==> src/rtl/uart_rx_cmd.sv <==
// uart_rx_cmd: 8N1 UART receiver delivering {dado, instrucao} per byte; define UART_RX_PARITY_EN for 8E1
module uart_rx_cmd #(
  parameter int CLKS_PER_BIT = 434,
  parameter int HALF_BIT = CLKS_PER_BIT / 2
) (
  input  logic       clock,
  input  logic       reset,
  input  logic       rx,
  output logic [3:0] instrucao,
  output logic [3:0] dado,
  output logic       cmd_valid,
  output logic       frame_err,
  output logic       busy
);
  localparam int W = $clog2(CLKS_PER_BIT);
  localparam logic [W-1:0] LAST = W'(CLKS_PER_BIT - 1);
  localparam logic [W-1:0] HLAST = W'(HALF_BIT - 1);
  typedef enum logic [2:0] {IDLE, START, DATA, PARITY, STOP, WAIT_HIGH} state_t;
  state_t state, state_n;
  logic rx_m, rx_s;
  logic [W-1:0] cnt, cnt_n;
  logic [2:0] idx, idx_n;
  logic [7:0] sh, sh_n;
  logic good, bad, ok;
`ifdef UART_RX_PARITY_EN
  logic par_err, par_err_n;
  assign ok = rx_s & ~par_err;
`else
  assign ok = rx_s;
`endif
  assign busy = state != IDLE;
  always_comb begin
    state_n = state;
    cnt_n = cnt + 1'b1;
    idx_n = idx;
    sh_n = sh;
    good = 1'b0;
    bad = 1'b0;
`ifdef UART_RX_PARITY_EN
    par_err_n = par_err;
`endif
    case (state)
      IDLE: begin
        cnt_n = '0;
        state_n = rx_s ? IDLE : START;
      end
      START: if (cnt == HLAST) begin
        cnt_n = '0;
        idx_n = '0;
        state_n = rx_s ? IDLE : DATA;
      end
      DATA: if (cnt == LAST) begin
        cnt_n = '0;
        sh_n = {rx_s, sh[7:1]};
        idx_n = idx + 1'b1;
`ifdef UART_RX_PARITY_EN
        state_n = idx == 3'd7 ? PARITY : DATA;
`else
        state_n = idx == 3'd7 ? STOP : DATA;
`endif
      end
`ifdef UART_RX_PARITY_EN
      PARITY: if (cnt == LAST) begin
        cnt_n = '0;
        par_err_n = ^{rx_s, sh};
        state_n = STOP;
      end
`endif
      STOP: if (cnt == LAST) begin
        cnt_n = '0;
        good = ok;
        bad = ~ok;
        state_n = rx_s ? IDLE : WAIT_HIGH;
      end
      WAIT_HIGH: begin
        cnt_n = '0;
        state_n = rx_s ? IDLE : WAIT_HIGH;
      end
      default: begin
        cnt_n = '0;
        state_n = IDLE;
      end
    endcase
  end
  always_ff @(posedge clock) begin
    if (reset) begin
      rx_m <= 1'b1;
      rx_s <= 1'b1;
      state <= IDLE;
      cnt <= '0;
      idx <= '0;
      sh <= '0;
      instrucao <= 4'h0;
      dado <= 4'h0;
      cmd_valid <= 1'b0;
      frame_err <= 1'b0;
`ifdef UART_RX_PARITY_EN
      par_err <= 1'b0;
`endif
    end else begin
      rx_m <= rx;
      rx_s <= rx_m;
      state <= state_n;
      cnt <= cnt_n;
      idx <= idx_n;
      sh <= sh_n;
      instrucao <= good ? sh[3:0] : 4'h0;
      dado <= good ? sh[7:4] : dado;
      cmd_valid <= good;
      frame_err <= bad;
`ifdef UART_RX_PARITY_EN
      par_err <= par_err_n;
`endif
    end
  end
endmodule
==> config.mk <==
export PLATFORM = sky130hd
export DESIGN_NAME = uart_rx_cmd
export DESIGN_NICKNAME = d
export VERILOG_FILES = /design/src/rtl/uart_rx_cmd.sv
export SDC_FILE = /design/constraint.sdc
export NUM_CORES = 1
export LEC_CHECK = 0
export BUFFER_PORTS_ARGS = -buffer_cell sky130_fd_sc_hd__buf_4
export CAP_MARGIN = 20
export CORE_MARGIN = 1
export CORE_UTILIZATION = 62
export DETAILED_ROUTE_END_ITERATION = 7
export PLACE_DENSITY = 0.84
export SYNTH_ARGS = -nofsm -noshare
export SYNTH_HDL_FRONTEND = slang
export SYNTH_SLANG_ARGS = --single-unit
==> constraint.sdc <==
create_clock -name clock -period 2.6 [get_ports clock]
set_input_delay 0.52 -clock clock [delete_from_list [all_inputs] [get_ports clock]]
set_output_delay 0.52 -clock clock [all_outputs]
set_load 0.02 [all_outputs]
==> results of run 1 <==
[final timing paths]
path	start	end	slack, ns	depth (start not counted)
worst max-delay path	state[1]$_SDFFE_PP0P_	idx[1]$_SDFFE_PP0P_	0.66	4
worst min-delay path	rx	rx_m$_SDFF_PP1_	0.36	2
worst max register to register	state[1]$_SDFFE_PP0P_	idx[1]$_SDFFE_PP0P_	0.66	4
worst min register to register	rx_m$_SDFF_PP1_	ok$_SDFF_PP1_	0.42	1
[final cells by class]
class	count	area, µm²	share of cell area [%]
clock buffer	6	41.3	2.44
clock inverter	2	12.5	0.741
inverter	6	22.5	1.33
multi-input combinational	108	779	46.1
sequential	35	701	41.5
tap	28	35.0	2.07
timing repair buffer	13	97.6	5.78
[logic make-up after synthesis]
logic type / Yosys count
AO/OA/AOI/OAI: 18
XOR/XNOR: 8
adder cells (fa/ha/maj): 5
buffers and inverters: 12
flip-flops: 35
multiplexers: 11
AND/OR/NAND/NOR: 66
[power by group through the flow]
stage | sequential, µW | combinational [µW] | clock (µW)
after floorplan | 552 | 23.7 | 0
after global placement | 556 | 25.2 | 0
after detailed placement | 556 | 25.7 | 0
after CTS | 544 | 25.6 | 290
after global routing | 544 | 27.5 | 313
final | 544 | 25.6 | 280
[cell usage after synthesis (all sizes together), types with 3 or more instances]
cell type	count	share of area, %
xnor2	6	3.4
ha	5	4.0
and2	4	1.6
nand2	7	1.7
nor3	3	1.3
o211ai	4	2.8
o21ai	5	1.6
mux2i	11	7.1
a21oi	5	1.9
nor2	24	5.8
dfxtp	35	45
nand4	4	2.6
buf	4	2.9
nand3	7	2.3
nor3b	3	1.4
inv	6	1.4
[flip-flops by register name, indices dropped and copies added (netlist names)]
signal and flops:
idx 3, frame_err 1, cnt 9, cmd_valid 1, state 3, ok 1, instrucao 4, dado 4
sh 8, rx_m 1
[per-layer routing]
metal | part of all wire, % | routed length (µm) | global-route usage, % | vias to the layer above
li1 | - | - | - | 566
met1 | 47 | 1240 | 29.7 | 519
met3 | 4.5 | 119 | 8.77 | 7
met4 | 1.9 | 50 | 10.8 | 0
met5 | 0 | 0 | 0 | -
met2 | 47 | 1240 | 33.3 | 26
[worst reg2reg max path, stage by stage (launching register included)]
cell and delay, ns:
dfxtp_1 0.58, nor3b_1 0.44, and3_1 0.49, o211ai_1 0.19, a21oi_1 0.19
[metrics by stage]
stage / power (µW) / cell area, µm² / instances
5_1_grt: 885 / 1690 / 198
3_3_place_gp: 581 / 1640 / 190
2_1_floorplan: 576 / 1560 / 155
6_report: 849 / 1690 / 198
3_5_place_dp: 582 / 1640 / 190
4_1_cts: 859 / 1690 / 198
==> reports/results.txt, run 1 <==
Clock share of power - 33.0%
Clock latency on the worst-skew pair - 0.34 ns
Final setup margin - 0.659 ns
Critical path cell sequence - nor3b_1 > and3_1 > o211ai_1 > a21oi_1
Maximum VDD drop - 0.000422 V
Crit path time final - 1.94 ns
Worst slew pin tran - 0.523 ns
Status - completed
EDFF count, synth - 0
Initial antenna violation count - 0
Commonest non-fill, non-tap cell in the layout - dfxtp_1
Final-report setup violation count - 0
Largest family of logic cells by synthesized area - simple AND/OR/NAND/NOR gates
Tightest Hold Check Type - primary input to register
Unique masters post-synth - 40
CTS tree - done
WL per Instance - 13.4 µm
Crit-path max FO - 11
Max Slew Vio Count - 0
Clock skew - 0.0150 ns
F_max - 0.515 GHz
Synth async-reset ratio - 0%
Sw Ratio - 23.1%
Top delay family on crit path - simple AND/OR/NAND/NOR gates
Synth Register Bits - 35
RSZ-0062 raised after global routing - false
Post-place setup slack - 0.715 ns
Total number of vias - 1,118
WHS - 0.358 ns
Die Y - 52.1 µm
Initial drt markers - 19
Setup TNS Final - 0 ns
Core Util, Final - 73.5%
Critical Path End Type - register
Prevailing post-synth register cell - dfxtp_1
Via density - 5.65
Final worst-path cycle share - 74.7%
Synth Area in Adders - 4.02%
Postcts setup bufs - 0
Share of layout cells above drive strength 1 - 19.4%
DPL Wire Length - 1.90 mm
Crit Path Class - register to register
Io pins - 14
WP buf/inv - 0
Area Overhead vs Synth - 8.61%
Logic gate share of total power - 3.0%
Die Wd - 52.1 µm
Xor/xnor share of the synthesized area - 4.51%
Worst EP required - 2.88 ns
Initial core utilization - 67.7%
Clock root buffer - clkbuf_4
Pre-Repair DR Iteration Count - 4
Setup crit start kind - register
Core area - 0.00230 mm²
CTS sink cnt - 35
Mapped cell area - 0.00156 mm²
Register area share after synthesis - 45.1%
Port bufs - 13
Total Wirelength - 2.65 mm
Synthesized area per cell - 10.0 µm²
Power Density - 503 mW/mm²
Fill count - 179
Leak - 0.000653 µW
H-Tree Depth - 2
First-pass GRT wire length - 4.34 mm
Psw - 197 µW
Most frequent cells in the layout - 35 x dfxtp_1, 24 x nor2_1, 13 x buf_4
Largest stage delay on the critical path - 0.58 ns
Final #Nets - 177
Largest net degree at the start of global routing - 21
Yosys synthesis warning count - 0
Clk slew on worst S/H paths - 0.11 ns
Post-CTS resize count - 0
Syn Inst Count - 155
Max-Cap Viols - 0
# hold bufs at CTS - 0
Slowest CP cell - dfxtp_1
Die area - 0.00271 mm²
Post-synthesis mux area share - 7.08%
# rows - 17
Number of global-route vias before repair - 952
Antenna viol nets, final - 0
Diode count - 0
Rel. slew slack - 64.6%
Number of remaining DRC errors - 0
Gpl congestion - 0.808
CTS Buf Count - 5
Endpoints failing hold - 0
Synth Area in Compound Gates - 8.93%
Arrival time worst endpoint - 2.22 ns
GRT Util Overall - 23.0%
Synth Area in Simple Gates - 25.6%
Syn nets - 163
Cell internal pwr - 653 µW
Longest Clk Path Bufs - 2
Reg power frac - 64.0%
Total gr overflow - 0
Note: power is estimated with default switching activity, not from simulation.
==> run 2, diff against run 1 <==
Settings changed: ABC_AREA set to 1, CORE_UTILIZATION 62 to 57, PLACE_DENSITY 0.84 to 0.78.
Clock period 2.6 ns to 1.85 ns, I/O delays scaled along.
==> run 2 against run 1 <==
Worst hold slack got worse by 0.16 ns. Sequential power is 44% higher. Critical endpoint is now busy. Routed wire length increased by 1.2%. Flip-flop and latch count did not move. Critical path depth is 1 lower.
==> reports/results.txt, run 2 <==
Total number of vias - 1,220 (+9.1%)
WL per Instance - 11.0 µm (-18%)
Endpoints failing hold - 0 (unchanged)
Rel. slew slack - 62.8% (-1.8 points)
Syn nets - 204 (+25%)
Synth top area share - 44.8% (-0.22 points)
Hold depth - 2 (unchanged)
Crit Path Class - register to output port
Leak - 0.000743 µW (+14%)
Worst EP required - 1.48 ns (-1.40 ns)
Gpl congestion - 0.915 (+13%)
Initial core utilization - 61.4% (-6.3 points)
# hold bufs at CTS - 0 (unchanged)
CTS tree - done
Synth Register Bits - 35 (unchanged)
Final setup margin - 0.321 ns (-0.337 ns)
Total Wirelength - 2.69 mm (+1.2%)
Yosys synthesis warning count - 0 (unchanged)
Clock latency on the worst-skew pair - 0.35 ns (about the same)
Reg with most FFs - cnt
Via density - 5.00 (-11%)
Post-CTS resize count - 0 (unchanged)
DPL Wire Length - 1.98 mm (+4.2%)
Top-count cell post-synth - dfxtp_1
Worst slew pin tran - 0.558 ns (+0.0343 ns)
Clock skew - 0.00807 ns (-0.00693 ns)
Max-Cap Viols - 0 (unchanged)
Critical Path End Type - output port
Syn Inst Count - 196 (+26%)
Tightest Hold Check Type - primary input to register
Setup TNS Final - 0 ns (unchanged)
Commonest non-fill, non-tap cell in the layout - dfxtp_1
Arrival time worst endpoint - 1.16 ns (-1.06 ns)
Setup crit start kind - register
Pre-Repair DR Iteration Count - 4 (unchanged)
Power Density - 904 mW/mm² (+80%)
Top Registers - cnt (9), sh (8)
R2r worst-path depth - 8 (+4)
Clock root buffer - clkbuf_4
Initial antenna violation count - 0 (unchanged)
Synthesized area per cell - 7.97 µm² (-21%)
Io pins - 14 (unchanged)
Psw - 366 µW (+86%)
H-Tree Depth - 2 (unchanged)
Max Slew Vio Count - 0 (unchanged)
Placed insts - 236 (+24%)
Final-report setup violation count - 0 (unchanged)
Register area share after synthesis - 44.8% (-0.22 points)
Reg power frac - 48.9% (-15 points)
Synth async-reset ratio - 0% (unchanged)
# rows - 18 (+1)
First-pass GRT wire length - 4.49 mm (+3.5%)
Post-place setup slack - 0.402 ns (-0.312 ns)
RSZ-0062 raised after global routing - false
F_max - 0.654 GHz
Die Wd - 54.4 µm (+4.4%)
Final #Nets - 221 (+25%)
Mapped cell area - 0.00156 mm² (+0.48%)
Highest routed layer - met4
Sw Ratio - 22.8% (-0.35 points)
Die Y - 54.4 µm (+4.4%)
Area leader, netlist - dfxtp_1
Initial drt markers - 31 (+12)
Area Overhead vs Synth - 13.8%
Maximum VDD drop - 0.000908 V (+110%)
Antenna viol nets, final - 0 (unchanged)
CTS Buf Count - 5 (unchanged)
Share of layout cells above drive strength 1 - 20.1% (+0.68 points)
Diode count - 0 (unchanged)
Cell internal pwr - 1240 µW (+90%)
Overall Power - 1610 µW (+89%)
Clock share of power - 42.5% (+9.5 points)
Max reg flops - 9 (unchanged)
Prevailing post-synth register cell - dfxtp_1
Clk slew on worst S/H paths - 0.11 ns (about the same)
GRT Util Overall - 22.3% (-0.67 points)
Final worst-path cycle share - 82.6%
Total gr overflow - 0 (unchanged)
Largest net degree at the start of global routing - 18 (-14%)
Number of global-route vias before repair - 1,127 (+18%)
Most frequent cells in the layout - 35 x dfxtp_1, 29 x nor2_1, 28 x nand2_1
Top cells by count, synth - 35 x dfxtp_1, 29 x nor2_1, 28 x nand2_1
Crit-path max FO - 5 (-6)
Logic gate share of total power - 8.7% (+5.7 points)
Core Util, Final - 69.9% (-3.7 points)
Number of remaining DRC errors - 0 (unchanged)
Non-Filler Instances - 244 (+23%)
Postcts setup bufs - 0 (unchanged)
Core area - 0.00254 mm² (+11%)
Unique masters post-synth - 25 (-38%)
Longest Clk Path Bufs - 2 (unchanged)
Port bufs - 13 (unchanged)
EDFF count, synth - 0 (unchanged)
M1 wire length - 1.27 mm (+2.3%)
Status - completed
CTS sink cnt - 35 (unchanged)
Routed wl met3 - 131 µm (+10%)
Synth area leaders - dfxtp_1 45%, nor2_1 7.0%, nand2_1 6.7%
Crit path time final - 1.53 ns
Die area - 0.00296 mm² (+8.9%)
Routed wl met2 - 1.22 mm (-2.0%)
run 2: cell count changes in the layout (fill, tap and decap cells not counted), sizes merged, moves of 4 or more:
cell and delta:
o21ai +6, a21oi +9, nor2 +12, nand3 +5, o211ai -4, inv +21, mux2i -11, nand2 +29
and2 -4
run 2: layout make-up:
type / count / area (µm²)
fill: 203 / 767
multi-input combinational: 131 / 739
sequential: 35 / 701
inverter: 27 / 101
timing repair buffer: 13 / 97.6
clock inverter: 2 / 60.1
clock buffer: 6 / 41.3
tap: 30 / 37.5
run 2: per-layer routing:
| metal | vias to the layer above | global-route usage [%] |
|---|---|---|
| met5 | - | 0 |
| met4 | 0 | 12.4 |
| met3 | 8 | 8.89 |
| met2 | 20 | 36.6 |
| met1 | 540 | 24.3 |
| li1 | 652 | - |
run 2: logic make-up (layout without fill, tap and decap cells):
family                     after synthesis  in the layout  share of synthesized area (%)
and+or+nand+nor                         95             95                           31.9
xor gates and xnor gates                 6              6                           3.36
DFF                                     35             35                           44.8
buffers and inverters                   30             48                           7.85
adders and majority gates                5              5                           4.00
AOI/OAI and AO/OA                       25             25                           8.01
run 2: final timing paths:
check                   startpoint                  end  slack (ns)
max          state[1]$_SDFFE_PP0P_                 busy        0.32
min reg2reg        rx_m$_SDFF_PP1_        ok$_SDFF_PP1_        0.42
min                             rx      rx_m$_SDFF_PP1_        0.20
max reg2reg      cnt[0]$_SDFF_PP0_  idx[0]$_SDFFE_PP0P_        0.35
run 2: power groups by stage:
stage                     clock network [µW]  registers [µW]  logic [µW]
after detailed placement                   0             801         139
after global placement                     0             801         131
after floorplan                            0             797         109
after CTS                                697             785         139
after global routing                     722             788         155
final                                    682             786         139
run 2: worst max-delay path: stages (launching register included):
cell and delay, ns:
dfxtp_1 0.36, nor2_1 0.19, nand2_1 0.10, buf_4 0.17
run 2: metrics by stage:
stage / area (µm²) / hold WS (ns)
after floorplan: 1560 / 0.389
after global placement: 1680 / 0.396
after detailed placement: 1680 / 0.397
after CTS: 1780 / 0.185
after global routing: 1780 / 0.185
final: 1780 / 0.197
